[config.mk]
export PLATFORM = sky130hd
export DESIGN_NAME = mem_arbiter
export DESIGN_NICKNAME = d
export VERILOG_FILES = /design/src/rtl/mem_arbiter.sv
export SDC_FILE = /design/constraint.sdc
export NUM_CORES = 1
export LEC_CHECK = 0
export CORE_AREA = 2 2 78 109
export DETAILED_ROUTE_END_ITERATION = 8
export DIE_AREA = 0 0 80 111
export DONT_BUFFER_PORTS = 1
export PLACE_DENSITY_LB_ADDON = 0.08
export SYNTH_ARGS = -nofsm -noshare
export SYNTH_HDL_FRONTEND = slang
export SYNTH_SLANG_ARGS = --single-unit
export TNS_END_PERCENT = 10
[constraint.sdc]
create_clock -name clk -period 2.4 [get_ports clk]
set_input_delay 0.24 -clock clk [delete_from_list [all_inputs] [get_ports clk]]
set_output_delay 0.24 -clock clk [all_outputs]
set_load 0.02 [all_outputs]
[src/rtl/mem_arbiter.sv]
// mem_arbiter
//   Shares one single-port, 16-bit word-addressed memory between the CPU's
//   fetch (I) and data (D) requesters. One access is outstanding at a time:
//   IDLE grants, ACCESS holds the memory bus for LATENCY cycles (mem_en only
//   on the last one), RESP pulses the owner's done for one cycle.
//
//   Ports
//     clk, rst                     clock, synchronous active-high reset
//     i_req/i_addr                 fetch read request (held until i_done)
//     i_rdata/i_done               registered fetch data, completion pulse
//     d_req/d_wr/d_addr/d_wdata    data request (held until d_done)
//     d_rdata/d_done               registered data read value, completion pulse
//     mem_en/mem_wr/mem_addr/mem_wdata  memory control
//     mem_rdata                    memory read data, combinational from mem_addr
//
//   Configuration
//     MEM_ARB_RR_EN  defined: round-robin on simultaneous requests.
//                    undefined: D always wins a tie.
module mem_arbiter #(
  parameter int LATENCY = 1,
  parameter int CNT_W   = 4
) (
  input  logic        clk,
  input  logic        rst,
  input  logic        i_req,
  input  logic [15:0] i_addr,
  output logic [15:0] i_rdata,
  output logic        i_done,
  input  logic        d_req,
  input  logic        d_wr,
  input  logic [15:0] d_addr,
  input  logic [15:0] d_wdata,
  output logic [15:0] d_rdata,
  output logic        d_done,
  output logic        mem_en,
  output logic        mem_wr,
  output logic [15:0] mem_addr,
  output logic [15:0] mem_wdata,
  input  logic [15:0] mem_rdata
);

  typedef enum logic [1:0] {IDLE = 2'd0, ACCESS = 2'd1, RESP = 2'd2} state_t;

  localparam logic [CNT_W-1:0] CNT_LOAD = CNT_W'(LATENCY - 1);

  state_t           state_q, state_d;
  logic             own_is_d_q, own_is_d_d;   // owner of the transaction: 1 = D
  logic             wr_q, wr_d;
  logic [15:0]      addr_q, addr_d;
  logic [15:0]      wdata_q, wdata_d;
  logic [CNT_W-1:0] cnt_q, cnt_d;
  logic [15:0]      i_rdata_q, d_rdata_q;
  logic             gnt_is_d;                 // who would win if granted now
  logic             last_cyc;                 // final ACCESS cycle, memory acts
  logic             live;                     // outputs forced low during rst

  assign last_cyc = (state_q == ACCESS) && (cnt_q == '0);
  assign live     = ~rst;

`ifdef MEM_ARB_RR_EN
  // Remembers who won the previous grant so a tie goes to the other side.
  // Resets to "I won last", so D takes the first tie.
  logic last_was_d_q;

  assign gnt_is_d = d_req & (~i_req | ~last_was_d_q);

  always_ff @(posedge clk) begin
    if (rst)
      last_was_d_q <= 1'b0;
    else if (state_q == IDLE && (i_req | d_req))
      last_was_d_q <= gnt_is_d;
  end
`else
  // Fixed priority: a stalled data access must never wait behind fetch.
  assign gnt_is_d = d_req;
`endif

  always_comb begin
    state_d    = state_q;
    own_is_d_d = own_is_d_q;
    wr_d       = wr_q;
    addr_d     = addr_q;
    wdata_d    = wdata_q;
    cnt_d      = cnt_q;
    unique case (state_q)
      IDLE: begin
        if (i_req | d_req) begin
          own_is_d_d = gnt_is_d;
          wr_d       = gnt_is_d & d_wr;
          addr_d     = gnt_is_d ? d_addr  : i_addr;
          wdata_d    = gnt_is_d ? d_wdata : 16'h0000;
          cnt_d      = CNT_LOAD;
          state_d    = ACCESS;
        end
      end
      ACCESS: begin
        if (cnt_q == '0) state_d = RESP;
        else             cnt_d   = cnt_q - CNT_W'(1);
      end
      RESP:    state_d = IDLE;
      default: state_d = IDLE;
    endcase
  end

  always_ff @(posedge clk) begin
    if (rst) begin
      state_q    <= IDLE;
      own_is_d_q <= 1'b0;
      wr_q       <= 1'b0;
      addr_q     <= '0;
      wdata_q    <= '0;
      cnt_q      <= '0;
      i_rdata_q  <= '0;
      d_rdata_q  <= '0;
    end else begin
      state_q    <= state_d;
      own_is_d_q <= own_is_d_d;
      wr_q       <= wr_d;
      addr_q     <= addr_d;
      wdata_q    <= wdata_d;
      cnt_q      <= cnt_d;
      // Reads land in the owner's register on the same edge the memory acts.
      if (last_cyc && !wr_q) begin
        if (own_is_d_q) d_rdata_q <= mem_rdata;
        else            i_rdata_q <= mem_rdata;
      end
    end
  end

  // The memory bus is only driven in ACCESS; rst suppresses it combinationally
  // so an access whose final edge coincides with rst never commits.
  always_comb begin
    mem_en    = live & last_cyc;
    mem_wr    = live & (state_q == ACCESS) & wr_q;
    mem_addr  = (live && state_q == ACCESS) ? addr_q  : 16'h0000;
    mem_wdata = (live && state_q == ACCESS) ? wdata_q : 16'h0000;
    i_done    = live & (state_q == RESP) & ~own_is_d_q;
    d_done    = live & (state_q == RESP) &  own_is_d_q;
  end

  assign i_rdata = i_rdata_q;
  assign d_rdata = d_rdata_q;

endmodule

## Word-level counts from Yosys, hierarchy flattened

Index checks and enable logic that the tools add are counted.

- $add $sub $neg: 1
- Equal/unequal tests: 5
- Multiplexer cells: 10
- Bitwise logic cells: 10
- Reductions and logical operators: 12

Operators by type and width:

| operator | count |
|---|---|
| 16-bit 2-to-1 mux | 4 |
| 4-bit 2-to-1 mux | 2 |
| 4-bit one-hot mux with 2 select lines | 1 |
| 2-bit AND reduction | 4 |
| 1-bit AND | 7 |
| 4-bit logical NOT | 1 |
| 2-bit 2-to-1 mux | 2 |
| 2-bit != test, second input constant | 2 |
| 2-bit one-hot mux with 2 select lines | 1 |
| 4-bit by 1-bit subtractor with 4-bit output, second input constant | 1 |
| 1-bit logical AND | 3 |
| 3-bit AND reduction | 1 |
| 2-bit by 1-bit == test with 1-bit output, second input constant | 1 |
| 2-bit == test, second input constant | 1 |
| 2-bit logical NOT | 1 |
| 2-bit by 1-bit != test with 1-bit output, second input constant | 1 |
| 1-bit NOT | 2 |
| 2-bit nonzero test | 1 |
| 1-bit logical NOT | 1 |
| 1-bit OR | 1 |

- Flip-flop bits (word level): 72
- Bits of input ports: 69
- Output and inout bits: 68
- Word-level logic and storage cells: 46

## Depth between registers and ports, before layout

- Depth in word-level cells: 4
- Gate-level depth with buffers: 7
- Mapped depth without buffers: 5

## Least setup slack after synthesis

No wires, ideal clock.

- Kind: register to register
- Start: reg cnt_q[0]
- End: reg d_rdata_q[0] (netlist: d_rdata[0])
- Library setup time: 0.120 ns
- Arrival: 1.731 ns
- Data required time: 2.280 ns
- Slack: 0.550 ns
- Cell stages (with the launch flop): 8
- Path buffers: 2
- Path through: dfxtp_1 inv_1 ha_1 or3b_1 buf_2 or4_4 buf_6 mux2i_1

- Cells in the longest elaborated chain, start to end: 4

RTL lines:

| element | line | text |
|---|---|---|
| start, declared | 51 | `logic [CNT_W-1:0] cnt_q, cnt_d;` |
| start signal, assigned | 121 | `cnt_q <= cnt_d;` |
| 4-bit logical NOT | 57 | `assign last_cyc = (state_q == ACCESS) && (cnt_q == '0);` |
| 1-bit logical AND | 57 |  |
| 1-bit logical AND | 123 | `if (last_cyc && !wr_q) begin` |
| 2-bit AND reduction (no source line) | - |  |
| end signal, assigned | 124 | `if (own_is_d_q) d_rdata_q <= mem_rdata;` |
| end, declared | 52 | `logic [15:0] i_rdata_q, d_rdata_q;` |

Every way passes these cells.
A chain may end at the register's enable or synchronous reset.

## Worst setup path in the final report

- Start: reg cnt_q[0]
- End: reg i_rdata_q[14] (netlist: i_rdata[14])

- Cells in the longest elaborated chain, start to end: 4

RTL lines:

| element | line | text |
|---|---|---|
| 4-bit logical NOT | 57 |  |
| 1-bit logical AND | 57 |  |
| 1-bit logical AND | 123 |  |
| 2-bit AND reduction (no source line) | - |  |
| end signal, assigned | 125 | `else i_rdata_q <= mem_rdata;` |
| end, declared | 52 |  |

Every way passes these cells.

==> flow_summary.ini <==
[cts]
cts-root-buf = clkbuf_16
worst_skew_pair.late_latency_ns = 0.32
postCtsSetupBuffers = 0
cts_sinks = 72
post_cts_resized = 0
htreeDepth = 3
path_clk_slew_ns = 0.06
cts_max_path_buffers = 2
holdBufCountCts = 1
cts_tree = yes
cts-buffers-inserted = 9

[power_and_ir_drop]
sequentialPowerShare_pct = 45.5
p_int_w = 0.00226
total_power_w = 0.00299
switching_share_pct = 24.4
p_switching_w = 0.000729
ir_drop_mv = 0.320
p_per_area_nw_per_um2 = 852
p_comb_share_pct = 10.1
p_clk_share_pct = 44.3
power.leakage_nw = 1.56

[sta]
finalSetupViolations = 0
max_slew_margin_pct = 51.5
skew_ns = 0.00571
fmax_mhz = 478
fin_crit_sh_pct = 87.1
period_needed_ns = 2.09
worst_slack_ns = 0.309
finalSetupTns_ns = 0
finalHoldViolCount = 0
tightestPinTransition_ns = 0.726
drv_slew = 0
rsz0062_at_grt = false

[setup_path]
setup.worst_path.start = cnt_q[0]
reg2reg_from = cnt_q[0]
cp.required_ns = 2.60
worst_r2r_path_depth = 5
cp-end-kind = register
criticalPathCategory = register to register
crit_path_cell_trace = inv_1, ha_1, or3b_1, or4_1, mux2i_1
crit_path_top_delay_cell = or4_1
reg2reg_slack_ns = 0.31
arrival_ns = 2.29
rr_endpoint = i_rdata[14]
critPathMaxStageDelay_ns = 0.65
startpoint_type = register
crit_fanout = 7
endpoint = i_rdata[14]

[floorplanning]
die_h_um = 111
ios = 137
die-area_um2 = 8880
core.rowCount = 39
core-area_um2 = 8000
die_x_um = 80
start_util_pct = 38.5

[route]
avgRoutedWirePerCell_um = 17.3
viasPerCell = 5.48
antenna_left = 0
firstDrtPassIters = 4
drt_first_iter_violations = 66
drt-total-wl_um = 7270
vias = 2308
drc = 0

[cells_and_area]
finalNetCount = 385
area_delta_synth_final_pct = 14.0
fin_cells = 421
drive_gt1_share_pct = 10.7
insertedDiodeCount = 0

[outcome]
outcome = finished clean

[synth]
synthArstFlopShare_pct = 0
ys.flop_type = dfxtp_1
synthDistinctLibCells = 34
synth_warnings = 0
synth.top_cell.area_share_pct = 46.8
avgSynthCellArea_um2 = 9.62
synth.ff_latch_count = 72
synth.area.top_cells = dfxtp_1, mux2i_1, and3_1, nand2_1, a22o_1
ys_seq_area_share_pct = 46.8
yosysMostFrequentCell = dfxtp_1
synth_nets = 391
netlist_instances = 320
synth_edf_count = 0
ys_top_cells_by_count = dfxtp_1, nand2_1, mux2i_1
yosys.area.top_type = dfxtp_1
syn-cell-area_um2 = 3080

[global_route]
antenna_found_initial = 0
grtUsageTotal_pct = 16.8
grt_overflow_total = 0
grt_pass1_vias = 2289
grt_max_degree = 41
grt_pass1_wl_um = 11600

[place]
gp_congestion = 0.701
dp_slack_ns = 0.331
port-buffer-count = 0
dpl.hpwl_um = 4930
dp.cells = 404

[job]
maxCapViolCount = 0

[min_path]
hold_path_class = input pin to register
## how the worst min path moves through the flow
stage | startpoint | to | slack (ns) | cells after the start
6_report | d_wdata[8] | wdata_q[8] | 0.05 | 1
5_1_grt | d_wdata[10] | wdata_q[10] | 0.03 | 1
4_1_cts | d_wdata[15] | wdata_q[15] | 0.03 | 1
3_5_place_dp | rst | state_q[0] | 0.32 | 1
3_3_place_gp | rst | addr_q[14] | 0.32 | 1
2_1_floorplan | d_wdata[10] | wdata_q[10] | 0.37 | 1
## cells by family after synthesis
family / count (synthesis) / synth area share (%)
AOI/OAI and AO/OA: 58 / 13.5
adders and majority gates: 2 / 0.813
buffers and inverters: 34 / 4.72
DFF: 72 / 46.8
muxes: 48 / 15.6
and+or+nand+nor: 106 / 18.5
## stage by stage
step | hold slack (ns) | utilization, % | cell area, um2
2_1_floorplan | 0.373 | - | 3080
3_3_place_gp | 0.316 | 40.0 | 3200
3_5_place_dp | 0.315 | 40.0 | 3200
4_1_cts | 0.0310 | 43.9 | 3510
5_1_grt | 0.0349 | 43.9 | 3510
6_report | 0.0476 | 43.9 | 3510
## critical path, delay by kind of cell, from the launching register on
kind | cells | cell delay [ns]
buffers and inverters | 1 | 0.09
AND/OR/NAND/NOR | 2 | 1.16
adder cells (fa/ha/maj) | 1 | 0.20
flip-flops | 1 | 0.34
multiplexers | 1 | 0.18
## cell type report
class	instances	area, um2
fillers	814	4490
flip-flops and latches	72	1440
multi-input cells	214	1510
clock buffers	13	260
inverters	4	15.0
repair buffers	13	113
clock inverters	3	40.0
well taps	102	128
## power by group through the flow
| stage | clock network (W) | registers, W | logic, W |
|---|---|---|---|
| 5_1_grt | 0.00143 | 0.00137 | 0.000341 |
| 3_3_place_gp | 0 | 0.00139 | 0.000300 |
| 4_1_cts | 0.00137 | 0.00136 | 0.000310 |
| 2_1_floorplan | 0 | 0.00137 | 0.000250 |
| 6_report | 0.00133 | 0.00136 | 0.000303 |
| 3_5_place_dp | 0 | 0.00139 | 0.000302 |
## state kept, by name, indices dropped and copies added (netlist names)
register / cells
wr_q: 1
wdata_q: 16
i_rdata: 16
d_rdata: 16
state_q: 2
own_is_d_q: 1
cnt_q: 4
addr_q: 16
## layout by cell type, fill, tap and decap left out, types with 9 or more instances in the layout
cell and instances:
dfxtp_1 72, nand2_1 50, mux2i_1 48, and3_1 33, a21oi_1 17, a22o_1 17
a211oi_1 16, buf_4 11, clkbuf_16 9
## per-layer routing
layer  vias to the layer above  global-route usage, %  part of all wire (%)
met5                         -                      0                     0
met4                         0                   6.78                   1.8
met3                        11                   5.62                   8.6
met2                        95                   27.0                    48
met1                      1067                   20.3                    42
li1                       1135                      -                     -
No activity file was read; power rests on OpenSTA's default activity.
